**src/rtl/shift_normalizer_pkg.sv**
```systemverilog
// Shared types and constants for the shift normalizer.
package shift_normalizer_pkg;
    localparam int unsigned DATA_W = 32;
    localparam int unsigned AMT_W  = 5;

    typedef enum logic [1:0] {
        NORM_LEFT   = 2'd0,
        NORM_RIGHT  = 2'd1,
        NORM_SIGNED = 2'd2,
        NORM_PASS   = 2'd3
    } norm_mode_e;

    typedef enum logic [1:0] {
        IDLE = 2'd0,
        RUN  = 2'd1,
        DONE = 2'd2
    } state_e;
endpackage

```
**src/rtl/shift_normalizer_if.sv**
```systemverilog
// Request/result handshake bundle between a requester and the shift normalizer.
interface shift_normalizer_if;
    import shift_normalizer_pkg::*;

    logic              in_valid;
    logic              in_ready;
    logic [DATA_W-1:0] B;
    logic [1:0]        CTRL;
    logic              out_valid;
    logic              out_ready;
    logic [DATA_W-1:0] Y;
    logic [AMT_W-1:0]  A;
    logic              ZERO;

    modport master (
        output in_valid, B, CTRL, out_ready,
        input  in_ready, out_valid, Y, A, ZERO
    );

    modport slave (
        input  in_valid, B, CTRL, out_ready,
        output in_ready, out_valid, Y, A, ZERO
    );
endinterface

```
**src/rtl/shift_normalizer_norm_step.sv**
```systemverilog
// One conditional normalization step of size i_size on the working value.
module norm_step
    import shift_normalizer_pkg::*;
(
    input  logic [DATA_W-1:0] i_value,
    input  norm_mode_e        i_mode,
    input  logic [AMT_W-1:0]  i_size,
    output logic [DATA_W-1:0] o_value,
    output logic              o_taken
);
    localparam logic [DATA_W-1:0] ONES = '1;

    logic [DATA_W-1:0] w_top_k;
    logic [DATA_W-1:0] w_top_k1;
    logic [DATA_W-1:0] w_bot_k;

    always_comb begin
        w_top_k  = ~(ONES >> i_size);
        // signed mode tests one extra bit so the sign bit survives the shift
        w_top_k1 = ~(ONES >> ({1'b0, i_size} + 6'd1));
        w_bot_k  = ~(ONES << i_size);
        o_value  = i_value;
        o_taken  = 1'b0;
        case (i_mode)
            NORM_LEFT: begin
                o_taken = ((i_value & w_top_k) == '0);
                if (o_taken) o_value = i_value << i_size;
            end
            NORM_RIGHT: begin
                o_taken = ((i_value & w_bot_k) == '0);
                if (o_taken) o_value = i_value >> i_size;
            end
            NORM_SIGNED: begin
                o_taken = ((i_value & w_top_k1) == '0) || ((i_value & w_top_k1) == w_top_k1);
                if (o_taken) o_value = i_value << i_size;
            end
            default: begin
                o_taken = 1'b0;
                o_value = i_value;
            end
        endcase
    end
endmodule

```
**src/rtl/shift_normalizer.sv**
```systemverilog
// Multi-cycle normalizer: five binary-search steps (16,8,4,2,1) with valid/ready handshake.
module shift_normalizer
    import shift_normalizer_pkg::*;
(
    input  logic              clk,
    input  logic              rst,
    shift_normalizer_if.slave bus
);
    state_e            r_state;
    state_e            w_state_next;
    logic [2:0]        r_step;
    logic [DATA_W-1:0] r_val;
    norm_mode_e        r_mode;
    logic [AMT_W-1:0]  r_amt;
    logic              r_zero;

    logic [DATA_W-1:0] w_step_val;
    logic              w_taken;
    logic [AMT_W-1:0]  w_size;
    logic              w_accept;
    logic              w_last;

    assign w_size = 5'd16 >> r_step;
    assign w_last = (r_step == 3'd4);

    norm_step u_step (
        .i_value (r_val),
        .i_mode  (r_mode),
        .i_size  (w_size),
        .o_value (w_step_val),
        .o_taken (w_taken)
    );

    always_ff @(posedge clk or posedge rst) begin
        if (rst) r_state <= IDLE;
        else     r_state <= w_state_next;
    end

    always_comb begin
        w_state_next  = r_state;
        w_accept      = 1'b0;
        bus.in_ready  = 1'b0;
        bus.out_valid = 1'b0;
        case (r_state)
            IDLE: begin
                bus.in_ready = 1'b1;
                w_accept     = bus.in_valid;
                if (bus.in_valid) w_state_next = RUN;
            end
            RUN: begin
                if (w_last) w_state_next = DONE;
            end
            DONE: begin
                bus.out_valid = 1'b1;
                if (bus.out_ready) w_state_next = IDLE;
            end
            default: w_state_next = IDLE;
        endcase
    end

    // ZERO is registered so it reads 0 during reset while Y also reads 0
    always_ff @(posedge clk or posedge rst) begin
        if (rst) begin
            r_val  <= '0;
            r_mode <= NORM_LEFT;
            r_amt  <= '0;
            r_step <= '0;
            r_zero <= 1'b0;
        end else if (w_accept) begin
            r_val  <= bus.B;
            r_mode <= norm_mode_e'(bus.CTRL);
            r_amt  <= '0;
            r_step <= '0;
            r_zero <= 1'b0;
        end else if (r_state == RUN) begin
            r_val  <= w_step_val;
            r_step <= r_step + 3'd1;
            if (w_taken) r_amt <= r_amt + w_size;
            if (w_last)  r_zero <= (w_step_val == '0);
        end
    end

    assign bus.Y    = r_val;
    assign bus.A    = r_amt;
    assign bus.ZERO = r_zero;
endmodule

```
**src/flat_wrapper.sv**
```systemverilog
// flat-port wrapper written by rule: the top's interface ports become plain ports
module shift_normalizer_flat import shift_normalizer_pkg::*;
  (clk, rst, bus_in_valid, bus_B, bus_CTRL, bus_out_ready, bus_in_ready, bus_out_valid, bus_Y, bus_A, bus_ZERO);
  shift_normalizer_if bus_i ();
  input  logic clk;
  input  logic rst;
  input wire logic [$bits(bus_i.in_valid)-1:0] bus_in_valid;
  input wire logic [$bits(bus_i.B)-1:0] bus_B;
  input wire logic [$bits(bus_i.CTRL)-1:0] bus_CTRL;
  input wire logic [$bits(bus_i.out_ready)-1:0] bus_out_ready;
  output wire logic [$bits(bus_i.in_ready)-1:0] bus_in_ready;
  output wire logic [$bits(bus_i.out_valid)-1:0] bus_out_valid;
  output wire logic [$bits(bus_i.Y)-1:0] bus_Y;
  output wire logic [$bits(bus_i.A)-1:0] bus_A;
  output wire logic [$bits(bus_i.ZERO)-1:0] bus_ZERO;
  assign bus_i.in_valid = bus_in_valid;
  assign bus_i.B = bus_B;
  assign bus_i.CTRL = bus_CTRL;
  assign bus_i.out_ready = bus_out_ready;
  assign bus_in_ready = bus_i.in_ready;
  assign bus_out_valid = bus_i.out_valid;
  assign bus_Y = bus_i.Y;
  assign bus_A = bus_i.A;
  assign bus_ZERO = bus_i.ZERO;
  shift_normalizer u_core (.clk(clk), .rst(rst), .bus(bus_i));
endmodule
```
**config.mk**
```make
export PLATFORM = sky130hd
export DESIGN_NAME = shift_normalizer_flat
export DESIGN_NICKNAME = d
export VERILOG_FILES = /design/src/rtl/shift_normalizer_pkg.sv /design/src/rtl/shift_normalizer_if.sv /design/src/rtl/shift_normalizer_norm_step.sv /design/src/rtl/shift_normalizer.sv /design/src/flat_wrapper.sv
export SDC_FILE = /design/constraint.sdc
export NUM_CORES = 1
export LEC_CHECK = 0
export ABC_AREA = 1
export BUFFER_PORTS_ARGS = -buffer_cell sky130_fd_sc_hd__buf_2
export CORE_MARGIN = 1.5
export CORE_UTILIZATION = 37
export CTS_BUF_LIST = sky130_fd_sc_hd__clkbuf_8
export DETAILED_ROUTE_END_ITERATION = 8
export PLACE_DENSITY = 0.57
export RECOVER_POWER = 25
export SLEW_MARGIN = 20
export SYNTH_ARGS = -nofsm -noshare
export SYNTH_HDL_FRONTEND = slang
export SYNTH_SLANG_ARGS = --single-unit
```
**constraint.sdc**
```tcl
create_clock -name clk -period 3.1 [get_ports clk]
set_clock_uncertainty 0.05 [all_clocks]
set_input_delay 0.465 -clock clk [delete_from_list [all_inputs] [get_ports clk]]
set_output_delay 0.465 -clock clk [all_outputs]
set_load 0.01 [all_outputs]
```
Word level (Yosys, flattened, before mapping)
Index checks and enable logic that the tools add are counted.
{"block": "word_totals", "regBits": 45, "out_inout_bits": 40, "word_cells": 65}
{"block": "op_classes", "add_sub_neg": 3, "eq_ne": 9, "n_shift": 6, "mux": 22, "bitwise": 6, "n_reduce_logical": 13}
{"operator": "2-to-1 mux 32 bit", "count": 5}
{"operator": "logical NOT 32 bit", "count": 4}
{"operator": "AND 32 bit", "count": 3}
{"operator": "NOT 32 bit", "count": 3}
{"operator": "one-hot mux 32 bit (3 select lines)", "count": 1}
{"operator": "equality test 32 bit", "count": 1}
{"operator": "left shift 32 x 5 -> 32 bit", "count": 1}
{"operator": "left shift 32 x 5 -> 32 bit (first input constant)", "count": 1}
{"operator": ">> shifter 32 x 5 -> 32 bit", "count": 1}
{"operator": ">> shifter 32 x 5 -> 32 bit (first input constant)", "count": 1}
{"operator": ">> shifter 32 x 6 -> 32 bit (first input constant)", "count": 1}
{"operator": "2-to-1 mux 5 bit", "count": 3}
{"operator": "adder 5 x 1 -> 6 bit (second input constant)", "count": 1}
{"operator": "2-to-1 mux 1 bit", "count": 6}
{"operator": "2-to-1 mux 2 bit", "count": 3}
{"operator": "2-to-1 mux 3 bit", "count": 2}
{"operator": "one-hot mux 2 bit (3 select lines)", "count": 1}
{"operator": "nonzero test 2 bit", "count": 3}
{"operator": "adder 5 bit", "count": 1}
{"operator": ">> shifter 5 x 3 -> 5 bit (first input constant)", "count": 1}
{"operator": "equality test 2 x 1 -> 1 bit (second input constant)", "count": 2}
{"operator": "equality test 2 bit (second input constant)", "count": 2}
{"operator": "logical NOT 2 bit", "count": 2}
{"operator": "inequality test 2 bit (second input constant)", "count": 2}
{"operator": "7 further kinds", "count": 8}

Logic depth before layout (Yosys ltp)
{"block": "logic_depth", "word_depth": 13, "ltp_mapped": 26, "mapped_depth_nobuf": 24}

Modules after synthesis
Synthesis repeated with hierarchy kept, for this count alone.
{"block": "hier_totals", "cells_unflattened": 1499, "area_unflattened_um2": 7733.7}
{"mod": "norm_step", "instances": 1, "cells_each": 1202, "area_per_inst_um2": 5420.2}
{"mod": "shift_normalizer", "instances": 1, "cells_each": 297, "area_per_inst_um2": 2313.5}

Worst setup path after synthesis
OpenSTA, ideal clock, no wires.
{"block": "synth_timing", "path_kind": "reg2reg", "start": "register u_core.r_step[2]", "end": "register u_core.r_zero (netlist: u_core.bus.ZERO)", "setup_ps": 65, "arrival_ps": 2753, "t_required_ps": 2985, "path_slack_ps": 232, "stages_incl_launch_ff": 26, "path_buffers": 3, "synth_period_minus_slack_ps": 2868, "cell_sequence": "dfrtp_1 inv_2 buf_6 ha_1 buf_2 clkinv_1 nand2_1 nand3_1 nand2_1 nor2_1 nand3_1 nor2_1 nand2_1 nand2_2 nand2_4 nand2_2 buf_4 nand2_1 nand2_1 a21oi_1 nand2_1 nor2_1 nand2_1 nor2_1 nand2_1 nand2_1"}
{"block": "synth_between", "elab_chain_cells": 13, "elab_cells_between_ends": 29, "cone_classes": "1 x add/sub; 2 x eq/ne; 6 x shift; 7 x mux; 6 x bitwise; 7 x reduce/logical"}
{"item": "start: declaration", "line_no": "shift_normalizer.sv:11", "source": "logic [2:0] r_step;"}
{"item": "start signal: assignment", "line_no": "shift_normalizer.sv:77", "source": "r_step <= r_step + 3'd1;"}
{"item": ">> shifter 5 x 3 -> 5 bit", "line_no": "shift_normalizer.sv:23", "source": "assign w_size = 5'd16 >> r_step;"}
{"item": "adder 5 x 1 -> 6 bit", "line_no": "shift_normalizer_norm_step.sv:20", "source": "w_top_k1 = ~(ONES >> ({1'b0, i_size} + 6'd1));"}
{"item": ">> shifter 32 x 6 -> 32 bit", "line_no": "shift_normalizer_norm_step.sv:20"}
{"item": "NOT 32 bit", "line_no": "shift_normalizer_norm_step.sv:20"}
{"item": "AND 32 bit", "line_no": "shift_normalizer_norm_step.sv:34", "source": "o_taken = ((i_value & w_top_k1) == '0) || ((i_value & w_top_k1) == w_top_k1);"}
{"item": "equality test 32 bit / logical NOT 32 bit (equally long branches)", "line_no": "shift_normalizer_norm_step.sv:34"}
{"item": "logical OR 1 bit", "line_no": "shift_normalizer_norm_step.sv:34"}
{"item": "2-to-1 mux 32 bit", "line_no": "shift_normalizer_norm_step.sv:35", "source": "if (o_taken) o_value = i_value << i_size;"}
{"item": "one-hot mux 32 bit (3 select lines)", "line_no": "shift_normalizer_norm_step.sv:24", "source": "case (i_mode)"}
{"item": "logical NOT 32 bit", "line_no": "shift_normalizer.sv:79", "source": "if (w_last) r_zero <= (w_step_val == '0);"}
{"item": "2-to-1 mux 1 bit", "line_no": "shift_normalizer.sv:79"}
{"item": "2-to-1 mux 1 bit", "line_no": "shift_normalizer.sv:75", "source": "end else if (r_state == RUN) begin"}
{"item": "2-to-1 mux 1 bit", "line_no": "shift_normalizer.sv:69", "source": "end else if (w_accept) begin"}
{"item": "end signal: assignment", "line_no": "shift_normalizer.sv:79"}
{"item": "end: declaration", "line_no": "shift_normalizer.sv:15", "source": "logic r_zero;"}
Parallel ways exist; a longest one is shown, timed or not. The select of a mux whose other input is x is not followed.
A chain may end at the register's enable or synchronous reset.

Final worst setup path
{"block": "layout_timing", "start": "register u_core.r_step[1]", "end": "register u_core.r_val[20] (netlist: u_core.bus.Y[20])"}
{"block": "layout_between", "elab_chain_cells": 11, "elab_cells_between_ends": 24, "cone_classes": "1 x add/sub; 1 x eq/ne; 6 x shift; 6 x mux; 6 x bitwise; 4 x reduce/logical"}
{"item": ">> shifter 5 x 3 -> 5 bit (*)", "line_no": "shift_normalizer.sv:23"}
{"item": "adder 5 x 1 -> 6 bit", "line_no": "shift_normalizer_norm_step.sv:20"}
{"item": ">> shifter 32 x 6 -> 32 bit", "line_no": "shift_normalizer_norm_step.sv:20"}
{"item": "NOT 32 bit", "line_no": "shift_normalizer_norm_step.sv:20"}
{"item": "AND 32 bit", "line_no": "shift_normalizer_norm_step.sv:34"}
{"item": "equality test 32 bit / logical NOT 32 bit (equally long branches)", "line_no": "shift_normalizer_norm_step.sv:34"}
{"item": "logical OR 1 bit", "line_no": "shift_normalizer_norm_step.sv:34"}
{"item": "2-to-1 mux 32 bit", "line_no": "shift_normalizer_norm_step.sv:35"}
{"item": "one-hot mux 32 bit (3 select lines) (*)", "line_no": "shift_normalizer_norm_step.sv:24"}
{"item": "2-to-1 mux 32 bit (*)", "line_no": "shift_normalizer.sv:75"}
{"item": "2-to-1 mux 32 bit (*)", "line_no": "shift_normalizer.sv:69"}
{"item": "end signal: assignment", "line_no": "shift_normalizer.sv:70", "source": "r_val <= bus.B;"}
{"item": "end signal: assignment", "line_no": "shift_normalizer.sv:76", "source": "r_val <= w_step_val;"}
{"item": "end: declaration", "line_no": "shift_normalizer.sv:12", "source": "logic [DATA_W-1:0] r_val;"}
Every way passes the cells marked *; elsewhere a longest branch is shown, timed or not. The select of a mux whose other input is x is not followed.

==> impl_metrics.sql <==
INSERT INTO impl_metrics (metric_group, metric, value, unit) VALUES
('clocking', 'cts_htree_levels', '2', ''),
('routing', 'drcViolationCount', '0', ''),
('run_status', 'status', 'finished, violations left', ''),
('critical_path', 'worstSetupPathType', 'reg2reg', ''),
('routing', 'firstDrtPassIters', '6', ''),
('critical_path', 'critical_path.n_buffers_inverters', '6', ''),
('grt', 'grtUsageTotal', '44.99', '%'),
('place', 'placedInstanceArea', '9923', 'um2'),
('clocking', 'cts-buffers-inserted', '5', ''),
('grt', 'grt_pass1_wl', '67110', 'um'),
('logic_synthesis', 'synth-edff-count', '0', ''),
('floorplanning', 'die-width', '143.0', 'um'),
('clocking', 'clock_tree_from_tritoncts', 'done', ''),
('floorplanning', 'coreArea', '19330', 'um2'),
('logic_synthesis', 'fraction_of_the_yosys_area_taken_by_sequential_cells', '15.52', '%'),
('layout', 'drive_gt1_share', '33.49', '%'),
('layout', 'number_of_filler_instances_in_the_final_layout', '2034', ''),
('critical_path', 'setup.worst_path.start', 'u_core.r_step[1]', ''),
('logic_synthesis', 'syn_area_per_cell', '5.150', 'um2'),
('routing', 'antenna_left', '0', ''),
('logic_synthesis', 'number_of_warnings_printed_during_yosys_synthesis', '0', ''),
('sta', 'final-setup-viol-count', '9', ''),
('sta', 'endpoints_failing_hold', '0', ''),
('critical_path', 'rrSetupSlack', '-0.11', 'ns'),
('sta', 'timing.final.crit_period', '3.206', 'ns'),
('run_status', 'violations', 'capacitance limit, slew limit, setup timing', ''),
('floorplanning', 'design.portCount', '78', ''),
('sta', 'worst_pin_slew', '2.179', 'ns'),
('clocking', 'clk_pin_slew', '0.10', 'ns'),
('logic_synthesis', 'synth.most_common_cell', 'sky130_fd_sc_hd__nand2_1', ''),
('logic_synthesis', 'synth.largest_area_cell', 'sky130_fd_sc_hd__nand2_1', ''),
('critical_path', 'worstSetupStartpointType', 'flip-flop', ''),
('clocking', 'clock_latency', '0.32', 'ns'),
('floorplanning', 'die_height', '143.0', 'um'),
('critical_path', 'timing.critical_path.to', 'u_core.bus.Y[20]', ''),
('sta', 'timing.final.ws_setup', '-0.1058', 'ns'),
('sta', 'timing.hold.ws', '0.2676', 'ns'),
('grt', 'grt_overflow', '0', ''),
('place', 'place.gp.congestion', '1.141', ''),
('clocking', 'clock_path_buffers', '2', ''),
('clocking', 'cts_num_sinks', '45', ''),
('grt', 'number_of_antenna_violations_at_the_first_check_in_global_routing', '0', ''),
('critical_path', 'critPathSlowestCell', 'sky130_fd_sc_hd__dfrtp_2', ''),
('place', 'io_buf_count', '77', ''),
('job', 'timing.max_cap.violations', '1', ''),
('critical_path', 'cpPeakStageDelay', '0.47', 'ns'),
('logic_synthesis', 'syn_inst', '1409', ''),
('floorplanning', 'design.die.area', '20460', 'um2'),
('layout', 'num_antenna_cells', '0', ''),
('grt', 'vias_in_the_first_global_route', '10659', ''),
('place', 'detailed_place_hpwl', '36240', 'um'),
('routing', 'drt-wirelength-per-cell', '22.87', 'um'),
('floorplanning', 'rows', '51', ''),
('grt', 'grt_start_max_net_pins', '46', ''),
('critical_path', 'cp_cell_sequence', 'buf_6, ha_4, buf_6, buf_4, a21oi_4, nand2_4, nand2_2, nand2_1, nor2_1, nand2_1, nor2_4, nand3_2, buf_6, or2_2, nand3_2, nor2_4, buf_4, buf_4, o221ai_1', ''),
('routing', 'initialDrtViolationCount', '1328', ''),
('layout', 'area_growth', '56.43', '%'),
('critical_path', 'total_stage_count_of_the_critical_path', '19', ''),
('layout', 'finalInstanceArea', '11350', 'um2'),
('sta', 'rsz_0062_raised_after_global_routing', 'true', ''),
('sta', 'finalCritPeriodShare', '103.4', '%'),
('sta', 'timing_max_transition_violations_final', '46', ''),
('routing', 'routed-via-count', '11474', ''),
('routing', 'postRouteWirelength', '45880', 'um'),
('logic_synthesis', 'synth_seq_cells', '45', ''),
('critical_path', 'cell_family_with_most_cp_delay', 'simple AND/OR/NAND/NOR gates', ''),
('sta', 'fin_setup_tns', '-0.2923', 'ns'),
('logic_synthesis', 'synth_nets', '1455', ''),
('floorplanning', 'initial_core_util', '37.53', '%'),
('critical_path', 'crit-reg2reg-capture', 'u_core.bus.Y[20]', ''),
('layout', 'final_nets', '1786', '');
[final cells by class]
type                       count  area, um2  share of cell area [%]
clock buffer                   5      68.82                  0.6062
inverter                     107      431.7                   3.803
multi-input combinational   1185       6185                   54.48
tap                          265      331.6                   2.921
sequential                    45       1129                   9.942
timing repair inverter         1      6.256                 0.05511
clock inverter                 3      47.55                  0.4188
timing repair buffer         395       3153                   27.77
[cell usage in the layout, fill, tap and decap left out, drive strengths merged]
master	n
a31oi	1
a21boi	1
o22ai	12
dfrtp	45
a21oi	28
o221ai	30
nor3	1
nand3b	3
o21a	2
clkinv	5
o31ai	2
o21ai	95
xnor2	2
o2111ai	2
bufinv	1
nor2	137
o211ai	13
clkbuf	5
buf	394
a22oi	1
or2	4
mux2i	1
a221oi	1
xor2	2
inv	103
nand2	597
ha	8
nand3	233
bufbuf	1
nand4	9
clkinvlp	2
[worst reg2reg max path, stage by stage (launching register included)]
cell and delay [ns]:
sky130_fd_sc_hd__dfrtp_2 0.47, sky130_fd_sc_hd__buf_6 0.14, sky130_fd_sc_hd__ha_4 0.16, sky130_fd_sc_hd__buf_6 0.13
sky130_fd_sc_hd__buf_4 0.15, sky130_fd_sc_hd__a21oi_4 0.16, sky130_fd_sc_hd__nand2_4 0.11, sky130_fd_sc_hd__nand2_2 0.09
sky130_fd_sc_hd__nand2_1 0.06, sky130_fd_sc_hd__nor2_1 0.11, sky130_fd_sc_hd__nand2_1 0.09, sky130_fd_sc_hd__nor2_4 0.13
sky130_fd_sc_hd__nand3_2 0.16, sky130_fd_sc_hd__buf_6 0.21, sky130_fd_sc_hd__or2_2 0.30, sky130_fd_sc_hd__nand3_2 0.10
sky130_fd_sc_hd__nor2_4 0.05, sky130_fd_sc_hd__buf_4 0.14, sky130_fd_sc_hd__buf_4 0.12, sky130_fd_sc_hd__o221ai_1 0.16
[timing repair]
| item | 4_1_cts | 5_1_grt |
|---|---|---|
| resized for setup | 165 | 101 |
| buffers inserted | 21 | 15 |
| pin swaps | 42 | 50 |
| cloned | 3 | 1 |
| endpoints found under the setup margin | 38 | 38 |
[cells by family (layout without fill, tap and decap cells)]
family          Yosys count  in the layout  synth area share [%]
compound gates          188            188                 15.71
xor+xnor                  4              4                0.4828
fa+ha+maj                 8              8                 1.379
buf+inv                 179            511                 10.12
flops                    45             45                 15.52
mux                       1              1                0.1379
simple gates            984            984                 56.65
[worst min-delay path by stage]
stage / startpoint / end / slack (ns) / depth (start not counted)
floorplan: u_core.r_state[0] / u_core.r_state[1] / 0.42 / 1
CTS: bus_out_ready / u_core.r_state[1] / 0.26 / 2
global placement: u_core.r_state[0] / u_core.r_state[1] / 0.45 / 1
finish: bus_out_ready / u_core.r_state[1] / 0.27 / 2
global route: bus_out_ready / u_core.r_state[1] / 0.27 / 2
detailed placement: u_core.r_state[0] / u_core.r_state[1] / 0.47 / 1
[registers in the layout (all words and copies together) (netlist names)]
register	flops
u_core.bus.Y	32
u_core.bus.A	5
u_core.r_step	3
u_core.r_mode	2
u_core.r_state	2
u_core.bus.ZERO	1
[through the flow]
step / cells / util [%] / setup WS (ns)
after global placement: 1962 / 51.32 / -0.4808
after CTS: 1991 / 56.25 / -0.02487
after detailed placement: 1962 / 51.32 / -0.4916
after global routing: 2006 / 58.71 / -0.3067
after floorplan: 1409 / - / 0.2316
final: 2006 / 58.71 / -0.1058
[per-layer routing]
layer	share of wire, %	vias to the layer above	GRT usage, %
li1	-	5295	-
met1	40	5299	58.42
met2	43	707	67.71
met3	10	173	8.384
met4	7.4	0	29.84
met5	0	-	0
Power is not shown: default switching activity piles up to over one toggle a cycle in this logic, so the estimate is an artifact.
